$ cat src/rtl/dft_pkg.sv
// rtl/dft_pkg.sv - shared state encoding, default widths and the saturating round helper
package dft_pkg;

  localparam int DATA_W_DEF = 16;
  localparam int TW_W_DEF   = 16;
  localparam int ADDR_W_DEF = 12;

  typedef enum logic [2:0] {
    IDLE,
    FETCH,
    DRAIN,
    ROUND,
    OUTPUT
  } state_e;

  // Round-half-up by frac_w bits, then clip into a data_w two's complement range.
  function automatic logic signed [63:0] sat_round(
    input  logic signed [63:0] acc,
    input  int                 frac_w,
    input  int                 data_w,
    output logic               clip
  );
    logic signed [63:0] r;
    logic signed [63:0] hi;
    logic signed [63:0] lo;
    r    = (acc + (64'sd1 <<< (frac_w - 1))) >>> frac_w;
    hi   = (64'sd1 <<< (data_w - 1)) - 64'sd1;
    lo   = -(64'sd1 <<< (data_w - 1));
    clip = 1'b0;
    if (r > hi) begin
      r    = hi;
      clip = 1'b1;
    end else if (r < lo) begin
      r    = lo;
      clip = 1'b1;
    end
    return r;
  endfunction

endpackage

$ cat src/rtl/complex_mac.sv
// rtl/complex_mac.sv - read-align, registered complex product and accumulate stages
module complex_mac
  import dft_pkg::*;
#(
  parameter int DATA_W = DATA_W_DEF,
  parameter int TW_W   = TW_W_DEF,
  parameter int ACC_W  = DATA_W_DEF + TW_W_DEF + ADDR_W_DEF + 1
) (
  input  logic                     clk,
  input  logic                     nrst,
  input  logic                     clr,
  input  logic                     issue_valid,
  input  logic                     issue_first,
  input  logic [2*DATA_W-1:0]      samp_data,
  input  logic [2*TW_W-1:0]        tw_data,
  output logic signed [ACC_W-1:0]  acc_re,
  output logic signed [ACC_W-1:0]  acc_im
);

  logic rd_vld_q, rd_vld_d, rd_first_q, rd_first_d;
  logic prod_vld_q, prod_vld_d, prod_first_q, prod_first_d;
  logic signed [ACC_W-1:0] prod_re_q, prod_re_d, prod_im_q, prod_im_d;
  logic signed [ACC_W-1:0] acc_re_q, acc_re_d, acc_im_q, acc_im_d;

  logic signed [DATA_W-1:0] a_re, a_im;
  logic signed [TW_W-1:0]   w_re, w_im;
  logic signed [DATA_W+TW_W-1:0] p_rr, p_ii, p_ri, p_ir;

  assign a_re = samp_data[2*DATA_W-1:DATA_W];
  assign a_im = samp_data[DATA_W-1:0];
  assign w_re = tw_data[2*TW_W-1:TW_W];
  assign w_im = tw_data[TW_W-1:0];

  always_comb begin
    p_rr = a_re * w_re;
    p_ii = a_im * w_im;
    p_ri = a_re * w_im;
    p_ir = a_im * w_re;

    rd_vld_d     = issue_valid & ~clr;
    rd_first_d   = issue_first;
    prod_vld_d   = rd_vld_q & ~clr;
    prod_first_d = rd_first_q;
    prod_re_d    = ACC_W'(p_rr) - ACC_W'(p_ii);
    prod_im_d    = ACC_W'(p_ri) + ACC_W'(p_ir);

    // The first product of a bin overwrites the sum, so no clearing cycle is needed.
    acc_re_d = acc_re_q;
    acc_im_d = acc_im_q;
    if (prod_vld_q) begin
      acc_re_d = prod_first_q ? prod_re_q : acc_re_q + prod_re_q;
      acc_im_d = prod_first_q ? prod_im_q : acc_im_q + prod_im_q;
    end
  end

  always_ff @(posedge clk or negedge nrst) begin
    if (!nrst) begin
      rd_vld_q     <= 1'b0;
      rd_first_q   <= 1'b0;
      prod_vld_q   <= 1'b0;
      prod_first_q <= 1'b0;
      prod_re_q    <= '0;
      prod_im_q    <= '0;
      acc_re_q     <= '0;
      acc_im_q     <= '0;
    end else begin
      rd_vld_q     <= rd_vld_d;
      rd_first_q   <= rd_first_d;
      prod_vld_q   <= prod_vld_d;
      prod_first_q <= prod_first_d;
      prod_re_q    <= prod_re_d;
      prod_im_q    <= prod_im_d;
      acc_re_q     <= acc_re_d;
      acc_im_q     <= acc_im_d;
    end
  end

  assign acc_re = acc_re_q;
  assign acc_im = acc_im_q;

endmodule

$ cat src/rtl/dft_mac_engine.sv
// rtl/dft_mac_engine.sv - direct DFT engine: bin sequencing FSM, sample/twiddle index generation, rounding
module dft_mac_engine
  import dft_pkg::*;
#(
  parameter int DATA_W = DATA_W_DEF,
  parameter int TW_W   = TW_W_DEF,
  parameter int ADDR_W = ADDR_W_DEF,
  parameter int ACC_W  = DATA_W + TW_W + ADDR_W + 1
) (
  input  logic                  clk,
  input  logic                  nrst,
  input  logic                  start,
  input  logic                  abort,
  input  logic [ADDR_W-1:0]     samp_number,
  output logic                  busy,
  output logic                  done,
  output logic                  sat_flag,
  output logic                  samp_rd_en,
  output logic [ADDR_W-1:0]     samp_rd_addr,
  input  logic [2*DATA_W-1:0]   samp_rd_data,
  output logic                  tw_rd_en,
  output logic [ADDR_W-1:0]     tw_rd_addr,
  input  logic [2*TW_W-1:0]     tw_rd_data,
  output logic                  res_valid,
  input  logic                  res_ready,
  output logic [2*DATA_W-1:0]   res_data,
  output logic [ADDR_W-1:0]     res_index
);

  state_e state_q, state_d;
  logic [ADDR_W-1:0] num_q, num_d, n_q, n_d, idx_q, idx_d, k_q, k_d;
  logic [ADDR_W-1:0] res_index_q, res_index_d;
  logic [1:0]        drain_q, drain_d;
  logic              rd_en_q, rd_en_d, busy_q, busy_d, done_q, done_d, sat_q, sat_d;
  logic              res_valid_q, res_valid_d;
  logic [DATA_W-1:0] res_re_q, res_re_d, res_im_q, res_im_d;

  logic                    mac_clr;
  logic signed [ACC_W-1:0] acc_re, acc_im;
  logic signed [63:0]      rnd_re, rnd_im;
  logic                    clip_re, clip_im;
  logic [ADDR_W:0]         idx_sum;
  logic                    last_n, last_k;

  complex_mac #(
    .DATA_W (DATA_W),
    .TW_W   (TW_W),
    .ACC_W  (ACC_W)
  ) u_mac (
    .clk         (clk),
    .nrst        (nrst),
    .clr         (mac_clr),
    .issue_valid (rd_en_q),
    .issue_first (rd_en_q && (n_q == '0)),
    .samp_data   (samp_rd_data),
    .tw_data     (tw_rd_data),
    .acc_re      (acc_re),
    .acc_im      (acc_im)
  );

  assign last_n = (n_q == num_q - ADDR_W'(1));
  assign last_k = (k_q == num_q - ADDR_W'(1));

  always_comb begin
    state_d     = state_q;
    num_d       = num_q;
    n_d         = n_q;
    idx_d       = idx_q;
    k_d         = k_q;
    drain_d     = drain_q;
    rd_en_d     = rd_en_q;
    done_d      = 1'b0;
    sat_d       = sat_q;
    res_valid_d = res_valid_q;
    res_re_d    = res_re_q;
    res_im_d    = res_im_q;
    res_index_d = res_index_q;
    mac_clr     = 1'b0;

    rnd_re = sat_round(64'(acc_re), TW_W - 1, DATA_W, clip_re);
    rnd_im = sat_round(64'(acc_im), TW_W - 1, DATA_W, clip_im);

    // Twiddle index steps by k modulo N; both operands are below N so one subtract suffices.
    idx_sum = {1'b0, idx_q} + {1'b0, k_q};

    case (state_q)
      IDLE: begin
        if (start) begin
          sat_d = 1'b0;
          num_d = samp_number;
          n_d   = '0;
          idx_d = '0;
          k_d   = '0;
          if (samp_number == '0) begin
            done_d = 1'b1;
          end else begin
            state_d = FETCH;
            rd_en_d = 1'b1;
          end
        end
      end
      FETCH: begin
        if (last_n) begin
          state_d = DRAIN;
          rd_en_d = 1'b0;
          drain_d = '0;
          n_d     = '0;
          idx_d   = '0;
        end else begin
          n_d   = n_q + ADDR_W'(1);
          idx_d = (idx_sum >= {1'b0, num_q}) ? ADDR_W'(idx_sum - {1'b0, num_q}) : ADDR_W'(idx_sum);
        end
      end
      DRAIN: begin
        if (drain_q == 2'd2) state_d = ROUND;
        else                 drain_d = drain_q + 2'd1;
      end
      ROUND: begin
        res_re_d    = DATA_W'(rnd_re);
        res_im_d    = DATA_W'(rnd_im);
        res_index_d = k_q;
        res_valid_d = 1'b1;
        sat_d       = sat_q | clip_re | clip_im;
        state_d     = OUTPUT;
      end
      OUTPUT: begin
        if (res_ready) begin
          res_valid_d = 1'b0;
          if (last_k) begin
            state_d = IDLE;
            done_d  = 1'b1;
          end else begin
            k_d     = k_q + ADDR_W'(1);
            state_d = FETCH;
            rd_en_d = 1'b1;
          end
        end
      end
      default: state_d = IDLE;
    endcase

    if (abort && (state_q != IDLE)) begin
      state_d     = IDLE;
      rd_en_d     = 1'b0;
      res_valid_d = 1'b0;
      done_d      = 1'b0;
      n_d         = '0;
      idx_d       = '0;
      mac_clr     = 1'b1;
    end

    busy_d = (state_d != IDLE);
  end

  always_ff @(posedge clk or negedge nrst) begin
    if (!nrst) begin
      state_q     <= IDLE;
      num_q       <= '0;
      n_q         <= '0;
      idx_q       <= '0;
      k_q         <= '0;
      drain_q     <= '0;
      rd_en_q     <= 1'b0;
      busy_q      <= 1'b0;
      done_q      <= 1'b0;
      sat_q       <= 1'b0;
      res_valid_q <= 1'b0;
      res_re_q    <= '0;
      res_im_q    <= '0;
      res_index_q <= '0;
    end else begin
      state_q     <= state_d;
      num_q       <= num_d;
      n_q         <= n_d;
      idx_q       <= idx_d;
      k_q         <= k_d;
      drain_q     <= drain_d;
      rd_en_q     <= rd_en_d;
      busy_q      <= busy_d;
      done_q      <= done_d;
      sat_q       <= sat_d;
      res_valid_q <= res_valid_d;
      res_re_q    <= res_re_d;
      res_im_q    <= res_im_d;
      res_index_q <= res_index_d;
    end
  end

  assign busy         = busy_q;
  assign done         = done_q;
  assign sat_flag     = sat_q;
  assign samp_rd_en   = rd_en_q;
  assign tw_rd_en     = rd_en_q;
  assign samp_rd_addr = n_q;
  assign tw_rd_addr   = idx_q;
  assign res_valid    = res_valid_q;
  assign res_data     = {res_re_q, res_im_q};
  assign res_index    = res_index_q;

endmodule

$ cat config.mk
export PLATFORM = sky130hd
export DESIGN_NAME = dft_mac_engine
export DESIGN_NICKNAME = d
export VERILOG_FILES = /design/src/rtl/dft_pkg.sv /design/src/rtl/complex_mac.sv /design/src/rtl/dft_mac_engine.sv
export SDC_FILE = /design/constraint.sdc
export NUM_CORES = 2
export LEC_CHECK = 0
export BUFFER_PORTS_ARGS = -buffer_cell sky130_fd_sc_hd__buf_2
export CELL_PAD_IN_SITES_DETAIL_PLACEMENT = 1
export CELL_PAD_IN_SITES_GLOBAL_PLACEMENT = 1
export CORE_UTILIZATION = 47
export DETAILED_ROUTE_END_ITERATION = 7
export GPL_ROUTABILITY_DRIVEN = 0
export PLACE_DENSITY_LB_ADDON = 0.1
export SLEW_MARGIN = 20
export SYNTH_ARGS = -nofsm -noshare
export SYNTH_HDL_FRONTEND = slang
export SYNTH_SLANG_ARGS = --single-unit
export TNS_END_PERCENT = 50
$ cat constraint.sdc
create_clock -name clk -period 4.5 [get_ports clk]
set_input_delay 0.225 -clock clk [delete_from_list [all_inputs] [get_ports clk]]
set_output_delay 0.225 -clock clk [all_outputs]
set_load 0.01 [all_outputs]
# Word-level counts from Yosys, hierarchy flattened
# Index checks and enable logic that the tools add are counted.
[op_classes]
n_addsub = 12
mul = 4
order_cmp = 5
n_eq_ne = 17
n_mux = 51
bitwise = 5
n_reduce_logical = 20
[ops]
columns = ["cell", "count"]
rows = [
  ["$mul 16x16->32", 4],
  ["$mux 12", 8],
  ["$add 45x16->46 const B", 2],
  ["$add 45x45->45", 2],
  ["$mux 45", 2],
  ["$pmux 12 s2", 3],
  ["$mux 16", 4],
  ["$gt 31x16->1 const B", 2],
  ["$lt 31x16->1 const B", 2],
  ["$add 32x32->33", 1],
  ["$sub 32x32->33", 1],
  ["$add 12x1->12 const B", 2],
  ["$eq 12x12->1", 2],
  ["$logic_not 12->1", 2],
  ["$mux 1", 20],
  ["$mux 3", 6],
  ["$ne 3x3->1 const B", 5],
  ["$pmux 3 s5", 1],
  ["$add 12x12->13", 1],
  ["$ge 13x12->1", 1],
  ["$reduce_bool 3->1", 4],
  ["$sub 12x1->12 const B", 1],
  ["$sub 12x12->12", 1],
  ["$ne 2x2->1 const B", 5],
  ["20 further kinds", 32],
]
[word_totals]
reg_bits = 286
input_bits = 81
wordCells = 136

# Logic depth before layout (Yosys ltp)
[logic_depth]
word_depth = 7
mapped_depth = 29
mapped_depth_nobuf = 28

# By module
# A second synthesis with hierarchy kept.
[hier_totals]
cells_unflattened = 6476
area_unflattened_um2 = 58773.9
[modules_own_cells]
columns = ["mod", "n_inst", "cells_each", "area_each_um2"]
rows = [
  ["complex_mac", 1, 5537, 50807.5],
  ["dft_mac_engine", 1, 939, 7966.4],
]

# Worst setup path after synthesis
# No wires, ideal clock.
[synth_path]
kind = "input to register"
startpoint = "input port samp_rd_data[15]"
endpoint = "register u_mac.prod_re_q[29]"
arrival_ns = 7.253
t_required_ns = 4.420
setup_slack_ns = -2.833
stages = 26
path_cell_list = "clkbuf_1 nand2_1 inv_1 fa_1 inv_1 fa_1 inv_1 fa_1 inv_1 fa_1 fa_1 fa_1 fa_1 inv_1 fa_1 inv_1 ha_1 o21ai_0 o21ai_0 o211ai_1 o211ai_1 a31o_2 or4_1 a31o_2 a21oi_1 xnor2_1"
[synth_between]
elab_chain_len = 2
[synth_rtl]
columns = ["element", "line_no", "text"]
rows = [
  ["from (decl)", "dft_mac_engine.sv:20", "input logic [2*DATA_W-1:0] samp_rd_data,"],
  ["$mul 16x16->32", "complex_mac.sv:36", "p_ii = a_im * w_im;"],
  ["$sub 32x32->33", "complex_mac.sv:44", "prod_re_d = ACC_W'(p_rr) - ACC_W'(p_ii);"],
  ["via u_mac.prod_re_d[29]", "complex_mac.sv:22", "logic signed [ACC_W-1:0] prod_re_q, prod_re_d, prod_im_q, prod_im_d;"],
  ["to (signal assigned)", "complex_mac.sv:71", "prod_re_q <= prod_re_d;"],
  ["to (decl)", "complex_mac.sv:22", ""],
]
# The timed path passes the listed nets, and every way through them passes these cells.
# A chain may end at the register's enable or synchronous reset.

# Worst setup path after layout
[layout_path]
startpoint = "input port samp_rd_data[23]"
endpoint = "register u_mac.prod_re_q[29]"
[layout_between]
elab_chain_len = 2
[layout_rtl]
columns = ["element", "line_no", "text"]
rows = [
  ["$mul 16x16->32", "complex_mac.sv:35", "p_rr = a_re * w_re;"],
  ["$sub 32x32->33", "complex_mac.sv:44", ""],
  ["via u_mac.prod_re_d[29]", "complex_mac.sv:22", ""],
]
# The timed path passes the listed nets, and every way through them passes these cells.

==> results.rst <==
.. list-table::
   :header-rows: 1

   * - Metric
     - Value
   * - Number of cells in the finished layout apart from fillers
     - 8447
   * - Number of unique standard cell types used by synthesis
     - between 80 and 90
   * - Slew at the pin with the worst max-slew slack
     - roughly 1.1 ns
   * - Number of global-route vias before repair
     - ~51000
   * - Placement row count
     - approximately 130
   * - Most used cell along the critical path
     - fa_1
   * - Final worst setup slack
     - -2.186 ns
   * - Die footprint
     - about 120000 um2
   * - Maximum buffer depth of the clock tree
     - 3
   * - Worst slew margin relative to its limit
     - approximately a quarter
   * - Min Tclk post-route
     - between 6 and 7 ns
   * - Clock tree from TritonCTS
     - yes
   * - Violations in the final reports
     - negative setup slack
   * - Cell type contributing the most total cell area after synthesis
     - fa_1
   * - Die height
     - between 300 and 400 um
   * - Outcome
     - finished, violations left
   * - Num CTS Buffers
     - 31
   * - Area fraction of the dominant cell type after synthesis
     - roughly two fifths
   * - Placed Cells
     - around 8300
   * - Detail Placement HPWL
     - 149.9 mm
   * - Clock input transition at the sequential cells of the worst setup and hold paths
     - roughly 0.060 ns
   * - Number of buffer cells added on primary ports
     - approximately 150
   * - Count of boundary I/O pins
     - 155
   * - FF+latch count, synth
     - around 260
   * - Setup crit end kind
     - register
   * - Antenna violations before repair
     - 6
   * - Area delta synth->final
     - 18.78%
   * - Final setup violating endpoints
     - 54
   * - Avg Cell Area, Syn
     - ~9.3 um2
   * - Sequential-to-total area share from yosys stat
     - a little under an eighth
   * - Maximum cell stage delay along the critical path
     - roughly 0.58 ns
   * - Post-synthesis net count
     - between 7000 and 8000
   * - Type of the most critical hold path
     - in2reg
   * - Top cells by count, synth
     - inv_1, fa_1, nand2_1, and2_1, ha_1
   * - Fraction of synthesis flops using an asynchronous set or reset pin
     - 100.0%
   * - Synthesized netlist cell count
     - between 6000 and 7000
   * - First-pass GRT wire length
     - around 290 mm
   * - DRT Pass-1 Iters
     - 7
   * - Yosys Warn Count
     - 0
   * - Number of hold violations in the final report
     - 0
   * - Combined area of all synthesized cells
     - 57580 um2
   * - Max_cap viols
     - 0
   * - Total routed wirelength
     - 180.7 mm
   * - Root buffer selected by CTS
     - clkbuf_16
   * - Clock network latency to the later pin of the worst-skew pair
     - 0.63 ns
   * - Ratio of routed vias to standard cells
     - 5.308
   * - Arrival time of data at the critical path endpoint
     - a little over 7 ns
   * - EDFF count, synth
     - 0
   * - Maximum level of the CTS H-tree
     - 1
   * - Detail Route Antenna Nets
     - 0
   * - Critical path peak fanout
     - 6
   * - Most used flip-flop cell after synthesis
     - dfrtp_1
   * - Global-route congestion overflow total
     - 0
   * - Fraction of layout instances using a drive strength above 1
     - 18.06%
   * - Type of origin of the critical path
     - input pin
   * - Core area
     - about 120000 um2
   * - Final worst-path cycle share
     - 148.6%
   * - GRT Util Overall
     - between 20 and 30%
   * - Worst Setup Path Type
     - in2reg
   * - Top cells by area in the synthesized netlist
     - fa_1, dfrtp_1, ha_1
   * - Maximum number of pins on one net before global-route repair
     - around 110
   * - Num Clock Sinks
     - about 260
   * - Post-detailed-route wirelength per cell
     - between 20 and 25 um
   * - Number of pins with negative max-slew slack in the final report
     - 0
   * - Effective utilization at floorplan
     - between 40% and 50%
   * - Via count
     - 44840
   * - DRC violation count after routing
     - 0
   * - Setup repair after global routing missed its margin
     - true
   * - Clock tree skew after final layout
     - approximately 0.028 ns
   * - Post-layout net count
     - roughly 8500
   * - Worst endpoint required time
     - 5.04 ns
   * - Final-layout setup total negative slack
     - -73.66 ns
   * - Width of the die
     - around 350 um
   * - Max Fclk
     - approximately 150 MHz
   * - Most repeated cell in the gate-level netlist after synthesis
     - inv_1
   * - Standard cell with the maximum stage delay on the critical path
     - fa_1
   * - Number of DRC violations after detailed-routing iteration 0
     - 2007
-- state kept, by name (all words and copies together) (netlist names), 3 cells and up --
| signal | cells |
|---|---|
| res_im_q | 16 |
| state_q | 3 |
| tw_rd_addr | 12 |
| u_mac.acc_re | 45 |
| k_q | 12 |
| num_q | 12 |
| u_mac.acc_im | 45 |
| u_mac.prod_re_q | 33 |
| res_re_q | 16 |
| samp_rd_addr | 12 |
| u_mac.prod_im_q | 33 |
| res_index | 12 |
-- metal layers --
metal	GRT usage, %	up-vias	share of wire [%]
met3	2.518	233	3.9
met2	52.20	868	51
met1	38.68	23570	42
met5	0	-	0
met4	8.891	0	3.2
li1	-	20160	-
-- stage by stage --
stage                     cell area (um2)  worst slack, ns  hold slack, ns  util (%)
after detailed placement            64640           -3.067          0.3492     53.11
after floorplan                     58240           -2.353        -0.07059         -
after CTS                           67530           -2.117         0.02062     55.48
after global placement              64640           -2.931          0.3372     53.11
final                               68400           -2.186         0.05845     56.19
after global routing                68390           -2.383         0.08930     56.19
-- kinds of logic (layout without fill, tap and decap cells) --
kind of cell / Yosys count / count (layout) / synth area share (%)
compound gates: 715 / 715 / 7.712
simple gates: 1716 / 1716 / 14.85
xor+xnor: 261 / 261 / 4.137
mux: 67 / 67 / 1.275
fa+ha+maj: 1606 / 1606 / 50.24
flops: 262 / 262 / 11.39
buf+inv: 1588 / 2189 / 10.40
other cells: 0 / 6 / 0
-- worst max-delay path: cells and delay by family --
kind                       cells  cell delay (ns)
adders and majority gates      9             4.32
and+or+nand+nor                3             0.96
buffers and inverters          7             0.58
xor gates and xnor gates       1             0.14
AOI/OAI and AO/OA              5             0.98
-- layout by cell type (no fill, tap or decap), drive strengths merged, types with 19 or more instances in the layout --
cell type  instances
a211oi            28
a21o              84
a21oi            229
a31oi             34
and2             503
and3              42
buf              795
clkbuf            39
dfrtp            262
fa              1177
ha               429
inv             1315
mux2              48
mux2i             19
nand2            644
nand2b            39
nand3             77
nand4             34
nor2             222
nor2b             23
nor3              50
o21a              23
o21ai            176
xnor2            174
xor2              80
-- final cells by class --
| class | count | area, um2 |
|---|---|---|
| diodes | 6 | 15.01 |
| clock buffers | 36 | 834.6 |
| clock inverters | 22 | 285.3 |
| fillers | 13800 | 53320 |
| inverters | 1316 | 4949 |
| multi-input cells | 4365 | 46490 |
| flip-flops and latches | 262 | 6564 |
| well taps | 1625 | 2033 |
| repair buffers | 815 | 7227 |
-- what timing repair did --
action / CTS / global route
gates cloned: 3 / 2
setup endpoints to repair: 55 / 66
setup buffers: 56 / 28
hold buffers: 16 / 0
pin swaps: 141 / 148
gates resized for setup: 279 / 181
endpoints found under the hold margin: 127 / 0
-- path summary, 6_finish.rpt --
| path | from | end | slack, ns | cells after the start |
|---|---|---|---|---|
| max in group asynchronous | nrst | u_mac.prod_im_q[26] | 3.22 | 3 |
| hold / removal | start | k_q[1] | 0.06 | 3 |
| hold reg to reg | u_mac.prod_first_d | u_mac.prod_first_q | 0.36 | 0 |
| setup / recovery | samp_rd_data[23] | u_mac.prod_re_q[29] | -2.19 | 25 |
| setup reg to reg | k_q[0] | tw_rd_addr[6] | 0.22 | 18 |
| min in group asynchronous | nrst | res_index[0] | 0.27 | 2 |
Power is not shown: default switching activity piles up to over one toggle a cycle in this logic, so the estimate is an artifact.
